[config.mk]
export PLATFORM = sky130hd
export DESIGN_NAME = serial_seq_detector
export DESIGN_NICKNAME = d
export VERILOG_FILES = /design/src/rtl/serial_seq_detector.sv
export SDC_FILE = /design/constraint.sdc
export NUM_CORES = 1
export LEC_CHECK = 0
export BUFFER_PORTS_ARGS = -buffer_cell sky130_fd_sc_hd__buf_2
export CORE_AREA = 2 2 56 58
export DETAILED_ROUTE_END_ITERATION = 10
export DIE_AREA = 0 0 58 60
export PLACE_DENSITY = 0.46
export SYNTH_ARGS = -nofsm -noshare
export SYNTH_HDL_FRONTEND = slang
export SYNTH_SLANG_ARGS = --single-unit
[constraint.sdc]
create_clock -name clk -period 3.2 [get_ports clk]
set_clock_uncertainty 0.1 [all_clocks]
set_input_delay 0 -clock clk [delete_from_list [all_inputs] [get_ports clk]]
set_output_delay 0 -clock clk [all_outputs]
set_load 0.05 [all_outputs]
[src/rtl/serial_seq_detector.sv]
// serial_seq_detector
//   Watches the registered serial stream from the upstream flip-flop stage and
//   flags every occurrence of PATTERN. Matches may overlap. Each match produces
//   a one-cycle registered pulse and bumps a saturating match counter.
//
// Ports
//   clk          system clock, all state updates on the rising edge
//   rst          asynchronous active-low reset
//   en           sample enable, din is accepted only while en is high
//   clr          synchronous clear of history, fill state and counter (beats en)
//   din          serial data bit from the upstream flip-flop
//   armed        high once PAT_LEN bits have been accepted since reset/clr
//   match        one-cycle pulse, last PAT_LEN accepted bits equal PATTERN
//   match_count  matches since reset/clr, saturates at all-ones
//
// state   | meaning
// --------+---------------------------------------------------------------
// S_FILL  | fewer than PAT_LEN bits accepted, history not yet trustworthy
// S_ARMED | PAT_LEN or more bits accepted, every new bit can complete a match

module serial_seq_detector #(
    parameter int                 PAT_LEN = 4,
    parameter logic [PAT_LEN-1:0] PATTERN = 4'b1011,
    parameter int                 CNT_W   = 8
) (
    input  logic             clk,
    input  logic             rst,
    input  logic             en,
    input  logic             clr,
    input  logic             din,
    output logic             armed,
    output logic             match,
    output logic [CNT_W-1:0] match_count
);

    // One spare bit of headroom so fill+1 never wraps for any legal PAT_LEN.
    localparam int FW = $clog2(PAT_LEN + 2);

    localparam logic [FW-1:0]    FILL_MAX = FW'(PAT_LEN);
    localparam logic [CNT_W-1:0] CNT_MAX  = '1;

    localparam logic [0:0] S_FILL  = 1'b0;
    localparam logic [0:0] S_ARMED = 1'b1;

    logic [PAT_LEN-1:0] hist;
    logic [PAT_LEN-1:0] next_hist;
    logic [FW-1:0]      fill;
    logic [FW-1:0]      fill_inc;
    logic               fill_done;
    logic               hit;
    logic [0:0]         state;

    assign next_hist = {hist[PAT_LEN-2:0], din};
    assign fill_inc  = fill + 1'b1;
    assign fill_done = (fill_inc >= FILL_MAX);
    // The fill qualifier keeps the reset-zero history from producing a match
    // before PAT_LEN real bits have arrived (matters for all-zero patterns).
    assign hit       = (next_hist == PATTERN) && fill_done;

    assign armed = (state == S_ARMED);

    always_ff @(posedge clk or negedge rst) begin
        if (!rst) begin
            hist        <= '0;
            fill        <= '0;
            state       <= S_FILL;
            match       <= 1'b0;
            match_count <= '0;
        end else if (clr) begin
            hist        <= '0;
            fill        <= '0;
            state       <= S_FILL;
            match       <= 1'b0;
            match_count <= '0;
        end else if (en) begin
            hist  <= next_hist;
            fill  <= fill_done ? FILL_MAX : fill_inc;
            if (fill_done) begin
                state <= S_ARMED;
            end
            match <= hit;
            if (hit && (match_count != CNT_MAX)) begin
                match_count <= match_count + 1'b1;
            end
        end else begin
            match <= 1'b0;
        end
    end

endmodule

==> run metrics, run 1 <==
status=finished, final reports clean; flop2flop setup slack=about 1.1 ns; commonest non-fill, non-tap cells in the layout=16 x dfrtp_1, 14 x buf_2, 9 x nor2_1, 8 x a21oi_1, 6 x dlygate4sd3_1; layout cells sized above 1=0.190; gr usage total=0.113; largest net degree at the start of global routing=18; IO Count=15; Psw=0.0824 mW; number of global-route vias before repair=roughly 640; synth top area cells=dfrtp_1 48%, a21oi_1 4.8%, nor2_1 4.0%, mux2i_1 3.6%, ha_1 3.0%; Flop pwr share=0.604; Worst EP required=between 3 and 4 ns; DRC=0; cell count after synthesis=87; Yosys cell types=29; FF-to-FF End=match_count[5]; Rel. slew slack=0.658; Placeable Area=0.00290 mm^2; WL/cell=about 13 um; clk_lat worst skew=between 0.2 and 0.3 ns; synth warn=0; Ant. Diodes=0; Min-Delay Path Class=in2async; critical path launch point type=flip-flop; Data arrival, critical path=2.17 ns; GR Overflow Total=0; Clock Tree Buf Depth=2; Pre-Repair DR Iteration Count=4; initial antenna violation count=0; crit path time final=2.05 ns; Sinks on Clock Net=16; Area Overhead vs Synth=19.5%; Num CTS Buffers=3; sequential share of the synthesized area=0.477; Syn Area/Cell=between 9 and 10 um^2; Layout Nets=approximately 110; Max VDD drop=roughly 260 uV; Setup CP Type=reg2reg; first-pass GRT wire length=2.95 mm; via/cell ratio=approximately 5.1; Pint=roughly 0.26 mW; Max Cap Violations=0; fmax=a little under 500 MHz; clock share of power=0.311; FF+latch count, synth=16; post-CTS setup buffer count=0; worst slew pin tran=slightly above 0.5 ns; Leakage=roughly 0.48 nW; H-tree depth=1; die area=approximately 0.0035 mm^2; CTS tree=yes; final hold slack=between 0.05 and 0.06 ns; Core Rows=20; mapped cell area=around 840 um^2; drt first-iter violations=11; TNS Setup=0 ns; syn nets=94; routability congestion estimate from global placement=0.750; clock root buffer=clkbuf_4; DP Wirelength=1.28 mm; port bufs=14; Pins Over Slew Limit=0; Die W=between 50 and 60 um; CP endpoint kind=flip-flop; Worst-path clk slew=around 0.1 ns; Power Density=343 mW/mm^2; crit-path max FO=11; Hold Vio Cnt, Final=0; DRT Wirelength=~1.9 mm; starting density of the core=0.289; Synth top area share=0.477; Logic pwr share=0.085; most common cell after layout, fill and taps aside=dfrtp_1; final period utilization=0.641; Die Height=roughly 60 um; unrepaired setup endpoints after global routing=no; post-synth top area cell=dfrtp_1; sw frac=0.239; Finish-stage setup viols=0; via count=710; R2R depth=5; Post-DRT Antenna Nets=0; Reg-to-Reg Start=fill[0]
==> cells by family (layout without fill, tap and decap cells) <==
| family | Yosys count | count (layout) | share of synthesized area |
|---|---|---|---|
| simple gates | 36 | 36 | 0.232 |
| compound gates | 17 | 17 | 0.127 |
| flops | 16 | 16 | 0.477 |
| buf+inv | 9 | 27 | 0.0536 |
| mux | 4 | 4 | 0.0492 |
| xor+xnor | 3 | 3 | 0.0313 |
| fa+ha+maj | 2 | 2 | 0.0298 |
==> worst max-delay path by stage <==
stage,start,endpoint,slack [ns]
final,fill[0],match_count[5],1.15
after global routing,fill[0],match_count[5],1.04
after CTS,fill[0],match_count[5],1.15
after detailed placement,fill[0],match_count[5],1.15
after global placement,fill[0],match_count[3],1.22
after floorplan,match_count[0],match_count[5],0.99
==> power by group through the flow <==
| stage | sequential, mW | clock (mW) | combinational (mW) |
|---|---|---|---|
| CTS | 0.208 | 0.113 | 0.0294 |
| finish | 0.208 | 0.107 | 0.0291 |
| global route | 0.209 | 0.120 | 0.0335 |
| global placement | 0.212 | 0 | 0.0236 |
| detailed placement | 0.212 | 0 | 0.0234 |
| floorplan | 0.213 | 0 | 0.0140 |
==> synth_stat cells <==
cell type and number:
clkbuf_1 3, buf_4 1, nand2_1 5, o31ai_1 2
a21oi_1 8, and3_1 1, mux2i_1 3, inv_1 4
nand4_1 3, xor2_1 2, buf_6 1, nor2_1 9
a311oi_1 1, or4_1 3, nand3_1 5, dfrtp_1 16
nor2b_1 1, mux2_2 1, or3_2 1, nand4b_1 1
nor3_1 3, and2_1 2, and4_1 1, a41o_1 1
xnor2_1 1, or3_4 1, o311ai_0 2, ha_1 2
o21ai_0 3
==> metal layers <==
layer	vias up	track usage	wire length [um]
met1	338	0.137	863
met5	-	0	0
met2	15	0.195	900
met3	2	0.0433	88
li1	355	-	-
met4	0	0.0199	10
==> registers in the layout, summed over array words and instances (netlist names) <==
register and flops:
match 1, armed 1, fill 3, hist 3, match_count 8
==> layout make-up <==
type                       count  area (um^2)
clock buffer                   3         22.5
sequential                    16          400
tap                           33         41.3
fill                         318         1900
inverter                       4         15.0
timing repair buffer          20          130
multi-input combinational     62          394
==> critical path, cell delays in order, from the launching register on <==
cell and delay [ns]:
dfrtp_1 0.40, ha_1 0.25, xnor2_1 0.17, or3_4 0.40, or4_1 0.51, a21oi_1 0.16
==> what timing repair did <==
item / in CTS / in global routing
hold buffers: 6 / 0
endpoints found under the hold margin: 24 / 0
resized for setup: 0 / 0
==> stage by stage <==
stage	cells	area [um^2]	total power, mW	util	setup slack, ns
after floorplan	87	840	0.227	-	0.994
after global placement	129	921	0.236	0.317	1.22
after detailed placement	129	921	0.235	0.317	1.15
after CTS	138	1000	0.350	0.346	1.15
after global routing	138	1000	0.363	0.346	1.04
final	138	1000	0.344	0.346	1.15
(Power assumes the default switching activity.)
==> inputs of run 2 (changes only) <==
- clock period: 3.2 -> 2 ns (I/O delays scaled with it)
==> run metrics, run 2 (synthesis gave the netlist of run 1 again) <==
status=finished, final reports clean (unchanged); unrepaired setup endpoints after global routing=no (unchanged); number of global-route vias before repair=738 (was 642); DP Wirelength=1.30 mm (was 1.28 mm); Worst EP required=2.13 ns (was 3.32 ns); Num CTS Buffers=3 (unchanged); Max VDD drop=523 uV (was 260 uV); drt first-iter violations=1 (was 11); Ant. Diodes=0 (unchanged); IO Count=15 (unchanged); Area Overhead vs Synth=39.0% (was 19.5%); crit path time final=1.94 ns (was 2.05 ns); CP endpoint kind=flip-flop (unchanged); final total power=0.612 mW (was 0.344 mW); Post-DRT Antenna Nets=0 (unchanged); TNS Setup=0 ns (unchanged); CTS tree=yes (unchanged); DRT Wirelength=1.92 mm (was 1.86 mm); GR Overflow Total=0 (unchanged); fin worst setup slack=0.0561 ns (was 1.15 ns); WL/cell=12.9 um (was 13.5 um); Pre-Repair DR Iteration Count=2 (was 4); Hold Vio Cnt, Final=0 (unchanged); Rel. slew slack=0.749 (was 0.658); port bufs=14 (unchanged); Setup CP Type=reg2reg (unchanged); clk_lat worst skew=0.29 ns (about the same); worst slew pin tran=0.376 ns (was 0.508 ns); DP Area=958 um^2 (was 921 um^2); most flop-heavy register=match_count (unchanged); Die Height=60 um (unchanged); Die W=58 um (unchanged); max FFs per register=8 (unchanged); commonest non-fill, non-tap cells in the layout=14 x dfrtp_1, 13 x buf_2, 9 x nor2_1, 9 x buf_4, 7 x dlygate4sd3_1 (was 16 x dfrtp_1, 14 x buf_2, 9 x nor2_1, 8 x a21oi_1, 6 x dlygate4sd3_1); Pins Over Slew Limit=0 (unchanged); starting density of the core=0.289 (unchanged); top flop regs=match_count x8, fill x3, hist x3 (unchanged); Worst-path clk slew=0.10 ns (about the same); clock root buffer=clkbuf_4 (unchanged); Placeable Area=0.00290 mm^2 (unchanged); Finish-stage setup viols=0 (unchanged); Leakage=0.538 nW (was 0.477 nW); Min-Delay Path Class=in2async (unchanged); Final Cell Area=0.00117 mm^2 (was 0.00100 mm^2); initial antenna violation count=0 (unchanged); Layout Nets=124 (was 114); Data arrival, critical path=2.07 ns (was 2.17 ns); DP Worst Slack=0.00229 ns (was 1.15 ns); Power Density=524 mW/mm^2 (was 343 mW/mm^2); Clock Tree Buf Depth=2 (unchanged); fmax=514 MHz (was 488 MHz); Max Cap Violations=0 (unchanged); most common cell after layout, fill and taps aside=dfrtp_1 (unchanged); via count=762 (was 710); routability congestion estimate from global placement=0.692 (was 0.750); DRC=0 (unchanged); H-tree depth=1 (unchanged); critical path launch point type=flip-flop (unchanged); crit-path max FO=5 (was 11); layout cells sized above 1=0.371 (was 0.190); via/cell ratio=5.11 (was 5.14); Core Rows=20 (unchanged); final period utilization=0.972 (was 0.641); die area=0.00348 mm^2 (unchanged); Post-Route Utilization=0.402 (was 0.346); gr usage total=0.126 (was 0.113); first-pass GRT wire length=3.33 mm (was 2.95 mm); Sinks on Clock Net=16 (unchanged); largest net degree at the start of global routing=18 (unchanged)
## run 2: cell types whose count changed in the layout (fill, tap and decap cells not counted), sizes merged
cell	previous run	this run
buf	14	23
clkbuf	3	4
dlygate4sd3	6	7
## run 2: area by class of cell
type	instances	area, um^2
inverter	4	15.0
sequential	16	403
clock buffer	4	36.3
timing repair buffer	30	223
multi-input combinational	62	449
tap	33	41.3
fill	295	1740
## run 2: worst max-delay path, cell delays in order, from the launching register on
cell and delay (ns):
dfrtp_1 0.40, ha_2 0.21, xnor2_2 0.14, or3_4 0.38, or4_4 0.53, a21oi_2 0.12
## run 2: power by group
part	switching, mW	internal, mW	total (mW)
clock network	0.110	0.111	0.221
logic	0.0292	0.0286	0.0578
registers	0.00393	0.329	0.333
## run 2: metrics by stage
| stage | hold slack (ns) | instances |
|---|---|---|
| after global routing | 0.0674 | 149 |
| final | 0.0417 | 149 |
| after detailed placement | -0.160 | 131 |
| after global placement | -0.157 | 131 |
| after floorplan | -0.396 | 87 |
| after CTS | 0.0549 | 146 |
## run 2: final timing paths
kind,from,endpoint,slack (ns),cells past startpoint
min,rst,match,0.04,2
max reg2reg,fill[0],match_count[5],0.06,5
min in group clk,armed,armed,0.41,2
max in group asynchronous,rst,match_count[1],1.47,2
min reg2reg,armed,armed,0.41,2
max,fill[0],match_count[5],0.06,5
## run 2: what timing repair did
action	CTS	global route
resized for setup	1	12
hold buffers	7	0
setup endpoints to repair	2	6
buffers inserted	4	3
pin swaps	2	6
endpoints found under the hold margin	27	0
## run 2: routing by layer
layer	vias to the layer above	track usage	wire length (um)	share of wire
met5	-	0	0	0
met3	2	0.0476	90	0.047
li1	379	-	-	-
met4	0	0.0199	19	0.0099
met2	15	0.221	961	0.50
met1	366	0.151	847	0.44
==> inputs of run 3 (changes only) <==
==> constraint.sdc (replaced) <==
create_clock -name clk -period 2 [get_ports clk]
set_clock_uncertainty 0.1 [all_clocks]
set_input_delay 0.4 -clock clk [delete_from_list [all_inputs] [get_ports clk]]
set_output_delay 0.4 -clock clk [all_outputs]
set_load 0.05 [all_outputs]
==> run metrics, run 3 (synthesis gave the netlist of run 1 again) <==
Setup CP Type=reg2reg (unchanged); worst path cell trace=ha_4 > xnor2_2 > or3_4 > buf_4 > or4_1 > nand2_1 (was ha_2 > xnor2_2 > or3_4 > or4_4 > a21oi_2); flop2flop setup slack=0.02 ns (was 0.06 ns); R2R depth=6 (was 5); number of global-route vias before repair=683 (was 738); Pre-Repair DR Iteration Count=4 (was 2); buffer and inverter count on the worst path=1 (was 0); Sinks on Clock Net=16 (unchanged); Ant. Diodes=0 (unchanged); Layout Nets=116 (was 124); family with the most delay on the worst path=simple AND/OR/NAND/NOR gates (unchanged); Worst path depth=6 (was 5); starting density of the core=0.289 (unchanged); crit path time final=1.98 ns (was 1.94 ns); Pint=0.458 mW (was 0.469 mW); largest net degree at the start of global routing=18 (unchanged); Data arrival, critical path=2.13 ns (was 2.07 ns); worst slew pin tran=0.384 ns (was 0.376 ns); Die W=58 um (unchanged); clock share of power=0.371 (was 0.361); critical path launch point type=flip-flop (unchanged); Post-Route Utilization=0.370 (was 0.402); Power Density=562 mW/mm^2 (was 524 mW/mm^2); top flop regs=match_count x8, fill x3, hist x3 (unchanged); Worst EP required=2.14 ns (was 2.13 ns); Logic pwr share=0.075 (was 0.095); GR Overflow Total=0 (unchanged); initial antenna violation count=0 (unchanged); most flop-heavy register=match_count (unchanged); DRT Wirelength=1.98 mm (was 1.92 mm); Clock Tree Buf Depth=2 (unchanged); via/cell ratio=5.13 (was 5.11); Rel. slew slack=0.744 (was 0.749); Worst-path clk slew=0.11 ns (was 0.10 ns); clock root buffer=clkbuf_4 (unchanged); unrepaired setup endpoints after global routing=yes (was no); Fillers=301 (was 295); FF-to-FF End=match_count[6] (was match_count[5]); Max Cap Violations=0 (unchanged); drt first-iter violations=14 (was 1); die area=0.00348 mm^2 (unchanged); DP Wirelength=1.34 mm (was 1.30 mm); clk_lat worst skew=0.30 ns (was 0.29 ns); H-tree depth=1 (unchanged); Leakage=0.489 nW (was 0.538 nW); CP endpoint kind=flip-flop (unchanged); Die Height=60 um (unchanged); Hold Path Cell Cnt=3; WL/cell=14.1 um (was 12.9 um); Max VDD drop=457 uV (was 523 uV); Placeable Area=0.00290 mm^2 (unchanged); Hold Vio Cnt, Final=0 (unchanged); gr usage total=0.119 (was 0.126); port bufs=14 (unchanged); Area Overhead vs Synth=28.0% (was 39.0%); Finish-stage setup viols=0 (unchanged); commonest non-fill, non-tap cells in the layout=14 x dfrtp_1, 14 x buf_2, 9 x nor2_1, 7 x buf_4, 6 x a21oi_1 (was 14 x dfrtp_1, 13 x buf_2, 9 x nor2_1, 9 x buf_4, 7 x dlygate4sd3_1); max FFs per register=8 (unchanged); Core Rows=20 (unchanged); Psw=0.146 mW (was 0.143 mW); final total power=0.604 mW (was 0.612 mW); CTS tree=yes (unchanged); Flop pwr share=0.554 (was 0.544); Hold Path End=hist[0]; via count=723 (was 762); CP peak stage delay=0.43 ns (was 0.53 ns); routability congestion estimate from global placement=0.704 (was 0.692); Num CTS Buffers=3 (unchanged); status=finished, final reports clean (unchanged); final period utilization=0.991 (was 0.972); Min-Delay Path Class=in2reg (was in2async); Crit-path slowest cell=dfrtp_1 (was or4_4); DRC=0 (unchanged); HP Start=din; crit-path max FO=7 (was 5); IO Count=15 (unchanged); TNS Setup=0 ns (unchanged); Reg-to-Reg Start=fill[1] (was fill[0]); Pins Over Slew Limit=0 (unchanged); layout cells sized above 1=0.352 (was 0.371); first-pass GRT wire length=3.02 mm (was 3.33 mm); fmax=504 MHz (was 514 MHz); sw frac=0.241 (was 0.234); Post-DRT Antenna Nets=0 (unchanged)
run 3: changes by cell type in the layout (fill, tap and decap cells not counted), sizes merged:
cell | previous run | this run
buf | 23 | 21
dlygate4sd3 | 7 | 1
run 3: layer usage:
layer / part of all wire / global-route usage / vias up
li1: - / - / 358
met2: 0.52 / 0.218 / 15
met5: 0 / 0 / -
met3: 0.043 / 0.0476 / 2
met4: 0.0086 / 0.0299 / 0
met1: 0.43 / 0.127 / 348
run 3: timing repair:
item	in CTS	in global routing
gates cloned	0	0
setup buffers	0	2
endpoints found under the setup margin	1	4
endpoints found under the hold margin	16	0
hold buffers	1	0
pin swaps	1	7
gates resized for setup	0	7
run 3: final cells by class:
| cell class | instances | area (um^2) | share of cell area |
|---|---|---|---|
| tap | 33 | 41.3 | 0.0384 |
| sequential | 16 | 403 | 0.375 |
| clock buffer | 4 | 36.3 | 0.0338 |
| multi-input combinational | 62 | 447 | 0.416 |
| inverter | 4 | 15.0 | 0.0140 |
| timing repair buffer | 22 | 133 | 0.123 |
run 3: metrics by stage:
step	cells	hold slack, ns	cell area, um^2	setup slack (ns)
floorplan	87	0.00441	863	0.0129
global placement	134	0.244	981	0.0671
detailed placement	134	0.244	981	0.0218
CTS	139	0.272	1030	0.00132
global route	141	0.313	1070	-0.0388
finish	141	0.276	1070	0.0175
run 3: worst max path at each step:
stage	from	to	slack [ns]
after global placement	fill[0]	match_count[5]	0.07
final	fill[1]	match_count[6]	0.02
after global routing	fill[0]	match_count[6]	-0.04
after detailed placement	fill[0]	match_count[3]	0.02
after floorplan	fill[0]	match_count[5]	0.01
after CTS	fill[0]	match_count[5]	0.001
run 3: worst register-to-register path: stages, from the launching register on:
cell and delay, ns:
dfrtp_1 0.43, ha_4 0.19, xnor2_2 0.14, or3_4 0.43, buf_4 0.16, or4_1 0.41, nand2_1 0.07
run 3: power groups by stage:
| stage | Clock [mW] | Combinational [mW] | Sequential, mW |
|---|---|---|---|
| 3_3_place_gp | 0 | 0.0415 | 0.339 |
| 6_report | 0.224 | 0.0453 | 0.335 |
| 2_1_floorplan | 0 | 0.0227 | 0.340 |
| 5_1_grt | 0.241 | 0.0519 | 0.336 |
| 3_5_place_dp | 0 | 0.0421 | 0.339 |
| 4_1_cts | 0.234 | 0.0437 | 0.333 |
